## src/rtl/csa_accum_ctrl.sv

```systemverilog
// rtl/csa_accum_ctrl.sv - carry-save beat accumulator with one-cycle resolve and valid/ready result port
//
// Ports:
//   clk        rising-edge clock
//   reset      synchronous active-low reset; aborts any job, no result produced
//   start      job start pulse, honoured only in IDLE
//   cfg_len    beats in the job (0..255), captured with start
//   in_valid   beat valid
//   in_ready   beat accepted this cycle when high together with in_valid (ACC only)
//   in_data    five unsigned lanes, lane i = in_data[i*IN_W +: IN_W]
//   out_valid  result valid (OUT only)
//   out_ready  consumer accepts result
//   out_sum    total of all lanes over all beats, mod 2^ACC_W
//   out_ovf    true total did not fit in ACC_W bits
//   busy       high in every state except IDLE
module csa_accum_ctrl #(
    parameter int IN_W  = 8,
    parameter int ACC_W = 20
) (
    input  logic              clk,
    input  logic              reset,
    input  logic              start,
    input  logic [7:0]        cfg_len,
    input  logic              in_valid,
    output logic              in_ready,
    input  logic [5*IN_W-1:0] in_data,
    output logic              out_valid,
    input  logic              out_ready,
    output logic [ACC_W-1:0]  out_sum,
    output logic              out_ovf,
    output logic              busy
);
    localparam int LANES = 5;
    // 11 extra bits cover 5 lanes x 255 beats of worst-case input exactly.
    localparam int IW    = IN_W + 11;

    typedef enum logic [1:0] {
        IDLE    = 2'd0,
        ACC     = 2'd1,
        RESOLVE = 2'd2,
        OUT     = 2'd3
    } state_t;

    state_t          state;
    state_t          state_nx;
    logic [7:0]      cnt;
    logic [IW-1:0]   acc_s;
    logic [IW-1:0]   acc_c;
    logic [IW-1:0]   nx_s;
    logic [IW-1:0]   nx_c;
    logic [IW-1:0]   result;
    logic [ACC_W-1:0] res_lo;
    logic            res_ovf;
    logic [IW-1:0]   lane [LANES];
    logic [2*IW-1:0] t0, t1, t2, t3, t4;
    logic            beat_take;

    // 3:2 compressor; returns {carry, sum}. The carry bit shifted out of the
    // top is dropped safely because the exact total always fits in IW bits.
    function automatic logic [2*IW-1:0] csa3(input logic [IW-1:0] a,
                                             input logic [IW-1:0] b,
                                             input logic [IW-1:0] c);
        logic [IW-1:0] s;
        logic [IW-1:0] cy;
        s  = a ^ b ^ c;
        cy = ((a & b) | (a & c) | (b & c)) << 1;
        return {cy, s};
    endfunction

    // Seven operands (five lanes plus the redundant sum/carry pair) reduced
    // to two by a chain of five compressors; no carry-propagate in the loop.
    always_comb begin
        for (int i = 0; i < LANES; i++) begin
            lane[i] = IW'(in_data[i*IN_W +: IN_W]);
        end
        t0   = csa3(lane[0], lane[1], lane[2]);
        t1   = csa3(lane[3], lane[4], acc_s);
        t2   = csa3(t0[IW-1:0], t0[2*IW-1:IW], t1[IW-1:0]);
        t3   = csa3(t2[IW-1:0], t2[2*IW-1:IW], t1[2*IW-1:IW]);
        t4   = csa3(t3[IW-1:0], t3[2*IW-1:IW], acc_c);
        nx_s = t4[IW-1:0];
        nx_c = t4[2*IW-1:IW];
    end

    assign result = acc_s + acc_c;

    generate
        if (ACC_W >= IW) begin : g_wide
            assign res_lo  = ACC_W'(result);
            assign res_ovf = 1'b0;
        end else begin : g_narrow
            assign res_lo  = result[ACC_W-1:0];
            assign res_ovf = |result[IW-1:ACC_W];
        end
    endgenerate

    always_comb begin
        state_nx  = state;
        in_ready  = 1'b0;
        out_valid = 1'b0;
        busy      = 1'b1;
        beat_take = 1'b0;
        case (state)
            IDLE: begin
                busy = 1'b0;
                if (start) begin
                    state_nx = (cfg_len == 8'd0) ? RESOLVE : ACC;
                end
            end
            ACC: begin
                in_ready  = 1'b1;
                beat_take = in_valid;
                if (in_valid && cnt == 8'd1) begin
                    state_nx = RESOLVE;
                end
            end
            RESOLVE: begin
                state_nx = OUT;
            end
            OUT: begin
                out_valid = 1'b1;
                if (out_ready) begin
                    state_nx = IDLE;
                end
            end
            default: begin
                state_nx = IDLE;
            end
        endcase
    end

    always_ff @(posedge clk) begin
        if (!reset) begin
            state   <= IDLE;
            cnt     <= 8'd0;
            acc_s   <= '0;
            acc_c   <= '0;
            out_sum <= '0;
            out_ovf <= 1'b0;
        end else begin
            state <= state_nx;
            if (state == IDLE && start) begin
                cnt   <= cfg_len;
                acc_s <= '0;
                acc_c <= '0;
            end
            if (beat_take) begin
                cnt   <= cnt - 8'd1;
                acc_s <= nx_s;
                acc_c <= nx_c;
            end
            if (state == RESOLVE) begin
                out_sum <= res_lo;
                out_ovf <= res_ovf;
            end
        end
    end

endmodule

```

## config.mk

```make
export PLATFORM = sky130hd
export DESIGN_NAME = csa_accum_ctrl
export DESIGN_NICKNAME = d
export VERILOG_FILES = /design/src/rtl/csa_accum_ctrl.sv
export SDC_FILE = /design/constraint.sdc
export NUM_CORES = 1
export LEC_CHECK = 0
export CAP_MARGIN = 20
export CORE_ASPECT_RATIO = 0.75
export CORE_MARGIN = 1
export CORE_UTILIZATION = 53
export DETAILED_ROUTE_END_ITERATION = 8
export MAX_ROUTING_LAYER = met4
export PLACE_DENSITY = 0.86
export SLEW_MARGIN = 20
export SYNTH_ARGS = -nofsm -noshare
export SYNTH_HDL_FRONTEND = slang
export SYNTH_SLANG_ARGS = --single-unit
export TNS_END_PERCENT = 50
```

## constraint.sdc

```tcl
create_clock -name clk -period 3.4 [get_ports clk]
set_input_delay 0.68 -clock clk [delete_from_list [all_inputs] [get_ports clk]]
set_output_delay 0.68 -clock clk [all_outputs]
set_load 0.02 [all_outputs]
```

# Word-level counts from Yosys, hierarchy flattened
# Cells that the tools add are included.
[word_totals] word_cells=70 output_inout_bits=24 inputBits=53 register_bits=66
[classes] mux=15 eq_ne=7 bitwise=35 n_addsub=2 reduce_logical=6
[op_table] operator="$and A18 B18 Y18" n=6
[op_table] operator="$or A18 B18 Y18" n=6
[op_table] operator="$mux W19" n=4
[op_table] operator="$xor A19 B19 Y19" n=4
[op_table] operator="$and A8 B18 Y18" n=3
[op_table] operator="$and A8 B8 Y8" n=4
[op_table] operator="$xor A8 B8 Y8" n=3
[op_table] operator="$add A19 B19 Y19" n=1
[op_table] operator="$xor A8 B19 Y19" n=1
[op_table] operator="$xor A9 B19 Y19" n=1
[op_table] operator="$and A9 B18 Y18" n=1
[op_table] operator="$or A8 B18 Y18" n=1
[op_table] operator="$or A9 B18 Y18" n=1
[op_table] operator="$mux W8" n=2
[op_table] operator="$or A8 B8 Y8" n=2
[op_table] operator="$and A8 B9 Y9" n=1
[op_table] operator="$xor A8 B9 Y9" n=1
[op_table] operator="$eq A8 B1 Y1 const B" n=1
[op_table] operator="$logic_not A8 Y1" n=1
[op_table] operator="$mux W2" n=4
[op_table] operator="$pmux W2 S4" n=1
[op_table] operator="$sub A8 B1 Y8 const B" n=1
[op_table] operator="$ne A2 B2 Y1 const B" n=3
[op_table] operator="$eq A2 B2 Y1 const B" n=2
[op_table] operator="other kinds (6)" n=10

# Depth between registers and ports, before layout
[logic_depth] depth_word=13 mapped_depth=10 mapped_depth_nobuf=10

# Least setup slack after synthesis
# Ideal clock, no wire load.
[synth_path] path_kind="input to register" from="in in_data[3]" to="reg acc_s[3]" n_path_buf=0 setup_time_ps=128 t_arrival_ps=2971 path_stages=8 required_ps=3272 path_slack_ps=301 path_cell_list="fa_1 > inv_1 > fa_1 > fa_1 > inv_1 > fa_1 > a22oi_1 > nor2_1"
[synth_between] elab_chain_len=9
[synth_lines] item="start, declared" line_no="26" rtl="input logic [5*IN_W-1:0] in_data,"
[synth_lines] item="$xor A8 B8 Y8 (2 in series)" line_no="65" rtl="s = a ^ b ^ c;"
[synth_lines] item="$xor A8 B9 Y9" line_no="65"
[synth_lines] item="$xor A9 B19 Y19" line_no="65"
[synth_lines] item="$xor A19 B19 Y19 (4 in series)" line_no="65"
[synth_lines] item="$mux W19" line_no="147" rtl="if (beat_take) begin"
[synth_lines] item="end signal, assigned" line_no="149" rtl="acc_s <= nx_s;"
[synth_lines] item="end, declared" line_no="47" rtl="logic [IW-1:0] acc_s;"
# Every way passes these cells.
# A chain may end at the register's enable or synchronous reset.

# Worst setup path after layout
[layout_path] from="in in_data[4]" to="reg acc_s[4]"
# Same word-level chain as after synthesis.

==> results.ini <==
[pwr]
p_clk_share_pct=20.5
p_leak_uw=0.002224
p_sw_uw=1237
swShare_pct=41.77
pwr-share-seq_pct=31.9
p_total_uw=2962
internal_power_uw=1725
ir_worst_vdd_uv=382.5
p_per_area_nw_per_um2=559.5
pwr-share-comb_pct=47.7

[grt]
antenna_found_initial=0
grt_pass1_wl_mm=16.89
gr-total-overflow=0
grt_pass1_vias=3500
grt_max_degree=39
grt_util_all_layers_pct=26.51

[timing]
drv_slew=0
min_period_ns=3.369
tightest_slew_ns=0.5859
final.period_utilization_pct=99.10
setup_viol=0
finalWorstSetupSlack_ns=0.03060
clock.fmax_ghz=0.2968
finalHoldViolCount=0
relSlewSlack_pct=60.58
skew_ns=0.01037

[logic_synthesis]
ys_ff_latch=64
yosys.area.top_type=dfxtp_1
avgSynthCellArea_um2=8.970
dominantRegCellSynth=dfxtp_1
synth_cells=479
synth_commonest_cells=nor2_1 (69), dfxtp_1 (64), inv_1 (62)
yosysMostFrequentCell=nor2_1
ys_warn_count=0
synth_top_area_share_pct=29.82
synth_edf_count=0
synthesis.area_um2=4297
seq_area_frac_synth_pct=29.82
async_reset_ff_share_pct=0
synth_area_leaders=dfxtp_1 (30%), fa_1 (19%), ha_1 (7.6%)
yosysUniqueCellTypes=54

[placement]
place_congestion=0.8719
port_buffers=74
dp_hpwl_mm=7.686
pre_cts_ws_ns=-0.2723

[worst_setup_path]
crit_fanout=1
worstPathArrival_ns=3.61
critPathLaunchType=input port
crit_type=input port to register
end_kind=register
cp.required_ns=3.64

[final_layout]
areaGrowthSynthToFinish_pct=23.21
nets=663
diodes=0
drive_above_1_share_pct=6.193

[clock_network]
cts_setup_buffers=0
cts_made_buffers=9
htree_levels=3
clockRootBuffer=clkbuf_8
cts.repair.resized=0
clkLatencyLatePin_ns=0.36
clkSinkCount=64
cts_hold_buf=0
path_clk_slew_ns=0.07
clock_path_buffers=2
tritoncts=done

[die]
die_h_um=79.98
num_io_pins=77
dieWidth_um=106.0
start_util_pct=54.51
dieArea_um2=8475
row_count=28
coreArea_um2=7883

[routing]
vias=3609
dr.first_iter.drc_count=204
wl_mm=10.08
drc=0
wl_per_cell_um=15.41
postRouteAntennaNets=0
drt_pass1_iterations=5
vias_per_cell=5.518

[flow_run]
drv_cap=0

[outcome]
status=complete, no violations

[worst_hold_path]
hp-class=register to register

[stage by stage]
step                      cells  TNS (ns)  util [%]  area (µm²)  hold WS (ns)
final                       654         0     67.16        5294        0.4803
after global routing        654  -0.06950     67.16        5294        0.5022
after CTS                   654         0     67.03        5284        0.4812
after detailed placement    638    -2.343     64.73        5102        0.4639
after global placement      638    -1.622     64.73        5102        0.4520
after floorplan             480         0         -        4300        0.4475
[worst paths after layout]
kind	start	to	slack [ns]	depth (start not counted)
max	in_data[4]	acc_s[4]	0.03	9
min	out_sum[4]	out_sum[4]	0.48	2
max reg2reg	acc_s[4]	acc_s[4]	0.47	8
min reg2reg	out_sum[4]	out_sum[4]	0.48	2
[final cells by class]
| type | instances | area (µm²) |
|---|---|---|
| timing repair buffer | 79 | 778.2 |
| inverter | 63 | 236.5 |
| sequential | 64 | 1281 |
| clock buffer | 10 | 137.6 |
| fill | 640 | 2589 |
| tap | 105 | 131.4 |
| clock inverter | 6 | 43.79 |
| multi-input combinational | 327 | 2685 |
[critical path: stages]
cell,delay (ns)
clkdlybuf4s50_1,0.43
fa_1,0.54
inv_1,0.06
fa_1,0.51
fa_1,0.54
inv_1,0.05
fa_1,0.51
a22oi_2,0.23
nor2_1,0.06
[flip-flops by register name, indices dropped and copies added (netlist names)]
name and count:
cnt 8, state 2, acc_s 19, out_sum 19
acc_c 16
[logic make-up (layout without fill, tap and decap cells)]
kind of cell | count (synthesis) | after routing | share of synthesized area (%)
AND/OR/NAND/NOR | 127 | 127 | 13.28
adder cells (fa/ha/maj) | 66 | 66 | 26.21
AO/OA/AOI/OAI | 114 | 114 | 18.61
XOR/XNOR | 10 | 10 | 2.038
flip-flops | 64 | 64 | 29.82
multiplexers | 8 | 8 | 1.864
buffers and inverters | 89 | 158 | 8.095
other | 1 | 2 | 0.08728
[routing by layer]
metal	wire [µm]	GRT usage [%]	up-vias
li1	-	-	1743
met1	4820	35.15	1745
met2	4544	41.70	115
met3	630	6.122	6
met4	82	5.556	0
met5	0	-	-
[power groups by stage]
stage / logic, µW / clock network, µW / registers [µW]
global placement: 1310 / 0 / 951
detailed placement: 1380 / 0 / 957
CTS: 1390 / 617 / 941
finish: 1410 / 606 / 944
global route: 1610 / 649 / 958
floorplan: 925 / 0 / 965
[placed cells by master (no fill, tap or decap), types with 2 or more instances in the layout]
master           count
a211oi_1             8
a21o_1               4
a21oi_1             23
a22oi_1             30
a22oi_2              2
a311oi_1             2
and2_1               2
and3_1               3
buf_4                5
clkbuf_8            10
clkdlybuf4s50_1     74
clkinv_2             2
clkinv_4             2
conb_1               2
dfxtp_1             64
fa_1                40
ha_1                26
inv_1               62
mux2i_1              8
nand2_1             22
nand2b_1             3
nand3_1              7
nand4_1              4
nand4b_1             2
nor2_1              69
nor2b_1              2
nor3_1               5
nor4_1               2
o211ai_1             4
o21a_1               4
o21ai_0             17
o221a_2              2
o31ai_1              2
or3_1                2
xnor2_1              5
xor2_1               5
No activity file was read; power rests on OpenSTA's default activity.
